<file path="src/rtl/multicycle_controller.sv">
// Main control FSM for a multicycle RV32-subset datapath: sequences fetch, decode,
// memory, ALU and writeback steps and drives the datapath select/enable lines.
module multicycle_controller (
  input  logic       clk,
  input  logic       rst_n,
  input  logic [6:0] op,
  input  logic       zero,
  input  logic       mem_ready,
  output logic       mem_req,
  output logic       adr_src,
  output logic       mem_write,
  output logic       ir_write,
  output logic       pc_write,
  output logic       reg_write,
  output logic [1:0] alu_src_a,
  output logic [1:0] alu_src_b,
  output logic [1:0] alu_op,
  output logic [1:0] result_src,
  output logic [2:0] imm_src,
  output logic       illegal_op
);

  localparam logic [6:0] OP_LW   = 7'b0000011;
  localparam logic [6:0] OP_SW   = 7'b0100011;
  localparam logic [6:0] OP_R    = 7'b0110011;
  localparam logic [6:0] OP_I    = 7'b0010011;
  localparam logic [6:0] OP_JAL  = 7'b1101111;
  localparam logic [6:0] OP_BEQ  = 7'b1100011;
  localparam logic [6:0] OP_LUI  = 7'b0110111;

  typedef enum logic [3:0] {
    FETCH, DECODE, MEMADR, MEMREAD, MEMWB, MEMWRITE,
    EXECR, EXECI, ALUWB, JAL, BEQ, LUI
  } state_t;

  state_t state, next;

  always_ff @(posedge clk or negedge rst_n) begin
    if (!rst_n) state <= FETCH;
    else        state <= next;
  end

  always_comb begin
    next       = state;
    mem_req    = 1'b0;
    adr_src    = 1'b0;
    mem_write  = 1'b0;
    ir_write   = 1'b0;
    pc_write   = 1'b0;
    reg_write  = 1'b0;
    alu_src_a  = 2'b00;
    alu_src_b  = 2'b00;
    alu_op     = 2'b00;
    result_src = 2'b00;
    illegal_op = 1'b0;
    case (state)
      FETCH: begin
        mem_req    = 1'b1;
        alu_src_b  = 2'b10;
        result_src = 2'b10;
        ir_write   = mem_ready;
        pc_write   = mem_ready;
        if (mem_ready) next = DECODE;
      end
      DECODE: begin
        alu_src_a = 2'b01;
        alu_src_b = 2'b01;
        case (op)
          OP_LW, OP_SW: next = MEMADR;
          OP_R:         next = EXECR;
          OP_I:         next = EXECI;
          OP_JAL:       next = JAL;
          OP_BEQ:       next = BEQ;
          OP_LUI:       next = LUI;
          default: begin
            illegal_op = 1'b1;
            next       = FETCH;
          end
        endcase
      end
      MEMADR: begin
        alu_src_a = 2'b10;
        alu_src_b = 2'b01;
        next      = (op == OP_LW) ? MEMREAD : MEMWRITE;
      end
      MEMREAD: begin
        mem_req = 1'b1;
        adr_src = 1'b1;
        if (mem_ready) next = MEMWB;
      end
      MEMWB: begin
        result_src = 2'b01;
        reg_write  = 1'b1;
        next       = FETCH;
      end
      MEMWRITE: begin
        mem_req   = 1'b1;
        adr_src   = 1'b1;
        mem_write = 1'b1;
        if (mem_ready) next = FETCH;
      end
      EXECR: begin
        alu_src_a = 2'b10;
        alu_op    = 2'b10;
        next      = ALUWB;
      end
      EXECI: begin
        alu_src_a = 2'b10;
        alu_src_b = 2'b01;
        alu_op    = 2'b10;
        next      = ALUWB;
      end
      ALUWB: begin
        reg_write = 1'b1;
        next      = FETCH;
      end
      JAL: begin
        alu_src_a = 2'b01;
        alu_src_b = 2'b10;
        pc_write  = 1'b1;
        next      = ALUWB;
      end
      BEQ: begin
        alu_src_a = 2'b10;
        alu_op    = 2'b01;
        pc_write  = zero;
        next      = FETCH;
      end
      LUI: begin
        result_src = 2'b11;
        reg_write  = 1'b1;
        next       = FETCH;
      end
      default: next = FETCH;
    endcase
    // Reset must silence enables combinationally, since FETCH itself requests memory.
    if (!rst_n) begin
      mem_req    = 1'b0;
      mem_write  = 1'b0;
      ir_write   = 1'b0;
      pc_write   = 1'b0;
      reg_write  = 1'b0;
      illegal_op = 1'b0;
    end
  end

  always_comb begin
    imm_src = 3'b000;
    case (op)
      OP_SW:  imm_src = 3'b001;
      OP_BEQ: imm_src = 3'b010;
      OP_JAL: imm_src = 3'b011;
      OP_LUI: imm_src = 3'b100;
      OP_R:   imm_src = 3'b111;
      default: imm_src = 3'b000;
    endcase
  end

endmodule

</file>
<file path="config.mk">
export PLATFORM = sky130hd
export DESIGN_NAME = multicycle_controller
export DESIGN_NICKNAME = d
export VERILOG_FILES = /design/src/rtl/multicycle_controller.sv
export SDC_FILE = /design/constraint.sdc
export NUM_CORES = 1
export LEC_CHECK = 0
export BUFFER_PORTS_ARGS = -buffer_cell sky130_fd_sc_hd__buf_4
export CORE_MARGIN = 4
export CORE_UTILIZATION = 50
export CTS_CLUSTER_DIAMETER = 120
export DETAILED_ROUTE_END_ITERATION = 8
export PLACE_DENSITY = 0.91
export SETUP_SLACK_MARGIN = 0.1
export SLEW_MARGIN = 40
export SYNTH_ARGS = -nofsm -noshare
export SYNTH_HDL_FRONTEND = slang
export SYNTH_SLANG_ARGS = --single-unit
</file>
<file path="constraint.sdc">
create_clock -name clk -period 3.7 [get_ports clk]
set_clock_uncertainty 0.2 [all_clocks]
set_input_delay 0.925 -clock clk [delete_from_list [all_inputs] [get_ports clk]]
set_output_delay 0.925 -clock clk [all_outputs]
set_load 0.02 [all_outputs]
</file>
==> Yosys cells after proc, flatten, opt, wreduce, memory -nomap -nowiden <==
Cells that the tools add are included.
{ "totals": {"regBits": 4, "inputBits": 11, "output_inout_bits": 18, "word_cells": 60} }
{ "classes": {"eq_ne": 21, "muxes": 25, "n_reduce_logical": 13} }
{ "ops": {"columns": ["cell", "n"], "rows": [
  ["case mux 4 bit (6 select lines)", 2],
  ["== test 7 x 6 -> 1 bit (second input constant)", 3],
  ["== test 4 x 3 -> 1 bit (second input constant)", 4],
  ["== test 4 bit (second input constant)", 4],
  ["case mux 3 bit (5 select lines)", 1],
  ["== test 7 bit (second input constant)", 2],
  ["two-way mux 1 bit", 13],
  ["two-way mux 4 bit", 3],
  ["case mux 2 bit (2 select lines)", 3],
  ["OR reduction 3 bit", 4],
  ["OR reduction 2 bit", 5],
  ["== test 4 x 2 -> 1 bit (second input constant)", 2],
  ["== test 7 x 2 -> 1 bit (second input constant)", 1],
  ["== test 7 x 5 -> 1 bit (second input constant)", 1],
  ["OR reduction 7 bit", 1],
  ["!= test 2 bit (second input constant)", 3],
  ["case mux 2 bit (3 select lines)", 1],
  ["== test 4 x 1 -> 1 bit (second input constant)", 1],
  ["zero test 4 bit", 1],
  ["OR reduction 4 bit", 1],
  ["two-way mux 3 bit", 1],
  ["case mux 1 bit (3 select lines)", 1],
  ["AND reduction 3 bit", 1]
]} }

==> Longest topological paths before layout <==
Gate-level depths: netlist (run 1).
{ "depth": {"ltp_word": 5, "mapped_depth": 6, "ltp_nobuf": 4} }

==> Least setup slack after synthesis (run 1) <==
OpenSTA, ideal clock, no wires.
{ "synth_timing": {"kind": "input to output", "start": "in mem_ready", "end": "out pc_write", "arrival_ns": 2.088, "required_time_ns": 2.575, "setup_slack_ns": 0.487, "path_stages": 4, "path_buffers": 0, "path_cell_list": "or3b_2 > a21oi_1 > a41oi_1 > nor3b_1"} }
{ "synth_via": {"elab_chain_len": 2} }
{ "synth_lines": {"columns": ["item", "line_no", "source"], "rows": [
  ["from (decl)", "8", "input logic mem_ready,"],
  ["case mux 1 bit (3 select lines)", "56", "case (state)"],
  ["two-way mux 1 bit", "137", "if (!rst_n) begin"],
  ["to (decl)", "13", "output logic pc_write,"]
]} }
Every way passes these cells.

==> Worst setup path after layout (run 1) <==
Ends and elaborated chain as after synthesis.

==> flow_summary.toml, run 1 <==
[global_route]
antenna_found_initial = 0
grt_pass1_vias = 709
grt_max_degree = 20
track_usage_pct = 20.0
grt_pass1_wl_mm = 3.06
grt_overflow_total = 0

[critical_path]
slowest_delay_ns = 0.44
worstPathArrival_ns = 2.12
crit_chain = "buf_4 -> or3b_2 -> a21oi_1 -> a41oi_1 -> nor3b_1 -> buf_4"
critical_path_class = "input pin to output port"
endpoint_kind = "output port"
required_ns = 2.57
crit_fanout = 5
crit_path_frequent_cell = "buf_4"
critPathBufInv = 2
cp_top_family = "simple AND/OR/NAND/NOR gates"
crit_slowest_cell = "or3b_2"
rrSetupSlack_ns = 1.92
setup.worst_path.start_class = "input pin"

[floorplan]
core_area_mm2 = 0.00119
start_util_pct = 56.4
die_w_um = 44.6
ioPinCount = 29
die_h_um = 44.6
core.rowCount = 12
die_area_mm2 = 0.00199

[outcome]
status = "complete, no violations"

[pwr]
power.total_uw = 202
cellPowerDensity_mw_per_mm2 = 235
max-vdd-ir-drop_mv = 0.108
leakagePower_nw = 0.371

[placed_design]
gp_congestion = 0.840
dpl.hpwl_mm = 1.27
port_buffers = 28

[clock_tree]
cts_buffers = 3
numClockSinks = 4
clk_pin_slew_ns = 0.04
clk_path_buf_depth = 2
cts_setup_buffers = 0
ctsHoldBuffers = 0
h-tree-depth = 1
clkLatencyLatePin_ns = 0.23
cts_root_buf = "clkbuf_4"
cts_tree = "done"
cts_resized = 0

[layout]
drive_gt1_share_pct = 31.9
largest-register = "state"
nNetsFinal = 126
diodes = 0
largest_register_ffs = 4
largestRegisters = "state x4"
fin_util_pct = 72.5
syn_to_final_growth_pct = 28.4

[logic_synthesis]
synth_fa_ha_area_share_pct = 0
synth_xor_area_share_pct = 7.85
syn-num-nets = 104
synth.distinct_cells = 43
synth-simple-area-share_pct = 44.9
synth_edf_count = 0
yosysWarningCount = 0
synth_mux_area_share_pct = 0
ys.flop_type = "dfrtp_1"
synth.avg_cell_area_um2 = 7.20
yosysSeqAreaShare_pct = 15.0
synth_cells = 93
synth_compound_area_share_pct = 22.8
synth_top_family_by_area = "simple AND/OR/NAND/NOR gates"
synth_seq_cells = 4
syn-cell-area_um2 = 669
async_flop_share_pct = 100

[drt]
drc_errors = 0
ant_nets = 0
vias = 753
wire_per_inst_um = 14.0
vias_per_cell = 5.93
drt-pass1-iter-count = 4
drt_iter0_drc = 22
routed_wl_mm = 1.78

[timing]
relSlewSlack_pct = 61.2
setup_viol = 0
setup_tns_ns = 0
fmax_mhz = 309
hold_viol_final = 0
slew_viol_final = 0
finalCriticalPeriod_ns = 3.24
hold_slack_ns = 0.295
period_share_pct = 87.6
grt_setup_unrepaired = "false"
worst_slew_pin_slew_ns = 0.582

[hold_path]
hold_path.class = "input pin to asynchronous set/reset pin"

[flow_run]
max-cap-violations = 0
cell type report:
type                       instances  area [um^2]
inverter                           1         3.75
multi-input combinational         77          505
tap                               14         17.5
timing repair buffer              28          210
clock buffer                       3         22.5
fill                             112          327
sequential                         4          100
cells in the mapped netlist, types with 2 or more instances:
cell	count	share of area, %
or3_1	3	2.8
buf_2	3	2.2
nand3_1	2	1.5
xnor2_1	4	5.2
nand3b_1	3	3.4
nor2_1	9	5.0
nand4b_1	2	2.6
buf_4	2	2.2
a21oi_1	9	6.7
nand2_1	4	2.2
nand2b_1	9	8.4
nor3b_1	2	2.2
nor4_1	2	1.9
nor3_1	2	1.5
dfrtp_1	4	15
and2_1	2	1.9
clkbuf_1	4	2.2
xor2_1	2	2.6
stage by stage:
step | instances | setup slack (ns) | instance area [um^2]
floorplan | 93 | 0.487 | 669
detailed placement | 124 | 0.506 | 837
global route | 127 | 0.294 | 860
CTS | 127 | 0.498 | 860
finish | 127 | 0.459 | 860
global placement | 124 | 0.525 | 837
cell families (layout without fill, tap and decap cells):
family | after synthesis | count (layout)
xor gates and xnor gates | 6 | 6
DFF | 4 | 4
AOI/OAI and AO/OA | 22 | 22
and+or+nand+nor | 49 | 49
buffers and inverters | 12 | 32
worst paths after layout:
| path | from | endpoint | cells after the start |
|---|---|---|---|
| worst max-delay path | mem_ready | pc_write | 6 |
| worst min-delay path | rst_n | state[1] | 1 |
| worst max register to register | state[0] | state[0] | 4 |
| worst min register to register | state[3] | state[2] | 1 |
| max in group asynchronous | rst_n | state[2] | 1 |
| min in group clk | state[3] | state[2] | 1 |
per-layer routing:
| metal | vias to the layer above | global-route usage [%] | wire length [um] |
|---|---|---|---|
| met5 | - | 0 | 0 |
| met4 | 0 | 6.02 | 0 |
| met3 | 0 | 2.03 | 124 |
| met2 | 32 | 34.4 | 906 |
| met1 | 337 | 25.8 | 753 |
| li1 | 384 | - | - |
report_power, final:
group	internal, mW	switching (mW)	total, mW	leakage [nW]
logic	0.0429	0.0501	0.0930	0.303
registers	0.0460	0.0103	0.0563	0.0542
clock network	0.0362	0.0165	0.0527	0.0138
cells in the final DEF, fill, tap and decap left out, types with 2 or more instances in the layout:
cell type  synthesis  routed
and2_1             2       2
nor3_1             2       2
xnor2_1            4       4
nand2b_1           9       9
clkbuf_4           0       3
buf_4              2      28
or3_1              3       3
nand3_1            2       2
nand2_1            4       4
dfrtp_1            4       4
a21oi_1            9       9
nor4_1             2       2
nor3b_1            2       2
xor2_1             2       2
nand3b_1           3       3
nor2_1             9       9
nand4b_1           2       2
No activity file was read; power rests on OpenSTA's default activity.
==> run 2: changes to the inputs <==
--- a/config.mk
+++ b/config.mk
@@ -7,10 +7,10 @@
 export LEC_CHECK = 0
 export BUFFER_PORTS_ARGS = -buffer_cell sky130_fd_sc_hd__buf_4
 export CORE_MARGIN = 4
-export CORE_UTILIZATION = 50
+export CORE_UTILIZATION = 41
 export CTS_CLUSTER_DIAMETER = 120
 export DETAILED_ROUTE_END_ITERATION = 8
-export PLACE_DENSITY = 0.91
+export PLACE_DENSITY = 0.78
 export SETUP_SLACK_MARGIN = 0.1
 export SLEW_MARGIN = 40
 export SYNTH_ARGS = -nofsm -noshare
==> run 2 against run 1 <==
  * Final cell count increased by 1.6%
  * Die area increased by 18%
  * Sequential power about the same
  * Routed wire length decreased by 4.6%
  * Critical endpoint unchanged
==> flow_summary.toml, run 2 (synthesis gave the netlist of run 1 again) <==
[outcome]
status = "complete, no violations"

[critical_path]
crit_slowest_cell = "or3b_2"
endpoint_kind = "output port"
crit_fanout = 5
crit_path_frequent_cell = "buf_4"
slowest_delay_ns = 0.43
critical_path_class = "input pin to output port"
worstPathArrival_ns = 2.08
crit_chain = "buf_4 -> or3b_2 -> a21oi_1 -> a41oi_1 -> nor3b_1 -> buf_4"
required_ns = 2.57
setup.worst_path.start_class = "input pin"

[placed_design]
place_ws_ns = 0.514
gp_congestion = 0.847
place_inst = 126
port_buffers = 28
placed_cell_area_um2 = 840
dpl.hpwl_mm = 1.22

[layout]
syn_to_final_growth_pct = 28.8
largest_register_ffs = 4
largest-register = "state"
nNetsFinal = 126
fillers = 159
diodes = 0
largestRegisters = "state x4"
drive_gt1_share_pct = 31.9
multi_input_area_um2 = 505
design_area_um2 = 862
final_common_cell = "buf_4"
layout_common_cells = "buf_4 (28), a21oi_1 (9), nand2b_1 (9), nor2_1 (9)"
stdcell_count = 129
seq_area_um2 = 100
fin_util_pct = 56.6

[drt]
wl_met2_um = 771
drt-pass1-iter-count = 4
top_layer_used = "met3"
drt_iter0_drc = 6
wire_per_inst_um = 13.2
drc_errors = 0
wl_met3_um = 127
routed_wl_mm = 1.70
vias_per_cell = 5.66
ant_nets = 0
vias = 730
wl_met1_um = 803

[floorplan]
die_area_mm2 = 0.00234
ioPinCount = 29
start_util_pct = 43.9
core_area_mm2 = 0.00152
die_w_um = 48.4
core.rowCount = 14
die_h_um = 48.4

[timing]
setup_viol = 0
relSlewSlack_pct = 62.4
finalCriticalPeriod_ns = 3.21
setup_tns_ns = 0
worst_slew_pin_slew_ns = 0.564
grt_setup_unrepaired = "false"
setup_slack_ns = 0.494
slew_viol_final = 0
hold_viol_final = 0
hold_slack_ns = 0.293
period_share_pct = 86.6
fmax_mhz = 312

[global_route]
grt_pass1_wl_mm = 2.91
grt_max_degree = 20
grt_overflow_total = 0
grt_pass1_vias = 654
track_usage_pct = 14.2
antenna_found_initial = 0

[hold_path]
hold_path.class = "input pin to asynchronous set/reset pin"

[clock_tree]
h-tree-depth = 1
ctsHoldBuffers = 0
cts_buffers = 3
clkLatencyLatePin_ns = 0.23
cts_setup_buffers = 0
cts_tree = "done"
clk_path_buf_depth = 2
cts_root_buf = "clkbuf_4"
numClockSinks = 4
cts_resized = 0
clk_pin_slew_ns = 0.04

[pwr]
power.total_uw = 200
cellPowerDensity_mw_per_mm2 = 232
leakagePower_nw = 0.371
max-vdd-ir-drop_mv = 0.108

[flow_run]
max-cap-violations = 0
## run 2: cell counts in the layout (fill, tap and decap cells not counted)
No cell type changed its count.
## run 2: layout make-up
class	count	share of cell area [%]
flip-flops and latches	4	11.6
well taps	16	2.32
inverters	1	0.435
multi-input cells	77	58.6
repair buffers	28	24.4
clock buffers	3	2.61
## run 2: final timing paths
check | to | slack, ns | cells after the start | start
min in group clk | state[2] | 0.59 | 1 | state[3]
max reg2reg | state[0] | 1.99 | 4 | state[0]
max in group asynchronous | state[2] | 2.89 | 1 | rst_n
min reg2reg | state[2] | 0.59 | 1 | state[3]
max | pc_write | 0.49 | 6 | mem_ready
min | state[3] | 0.29 | 1 | rst_n
## run 2: power by group
part	total [mW]	switching [mW]	internal [mW]	leakage [nW]
sequential	0.0565	0.0105	0.0460	0.0542
combinational	0.0915	0.0486	0.0429	0.303
clock	0.0523	0.0161	0.0362	0.0138
total	0.200	0.0753	0.125	0.371
## run 2: routing by layer
layer  global-route usage (%)  up-vias
met3                     3.37        0
met5                        0        -
met2                     22.8       27
met4                     2.76        0
li1                         -      378
met1                     19.2      325
## run 2: critical path, delay by kind of cell
kind | cells | cell delay, ns
and+or+nand+nor | 2 | 0.66
AOI/OAI and AO/OA | 2 | 0.21
buffers and inverters | 2 | 0.29
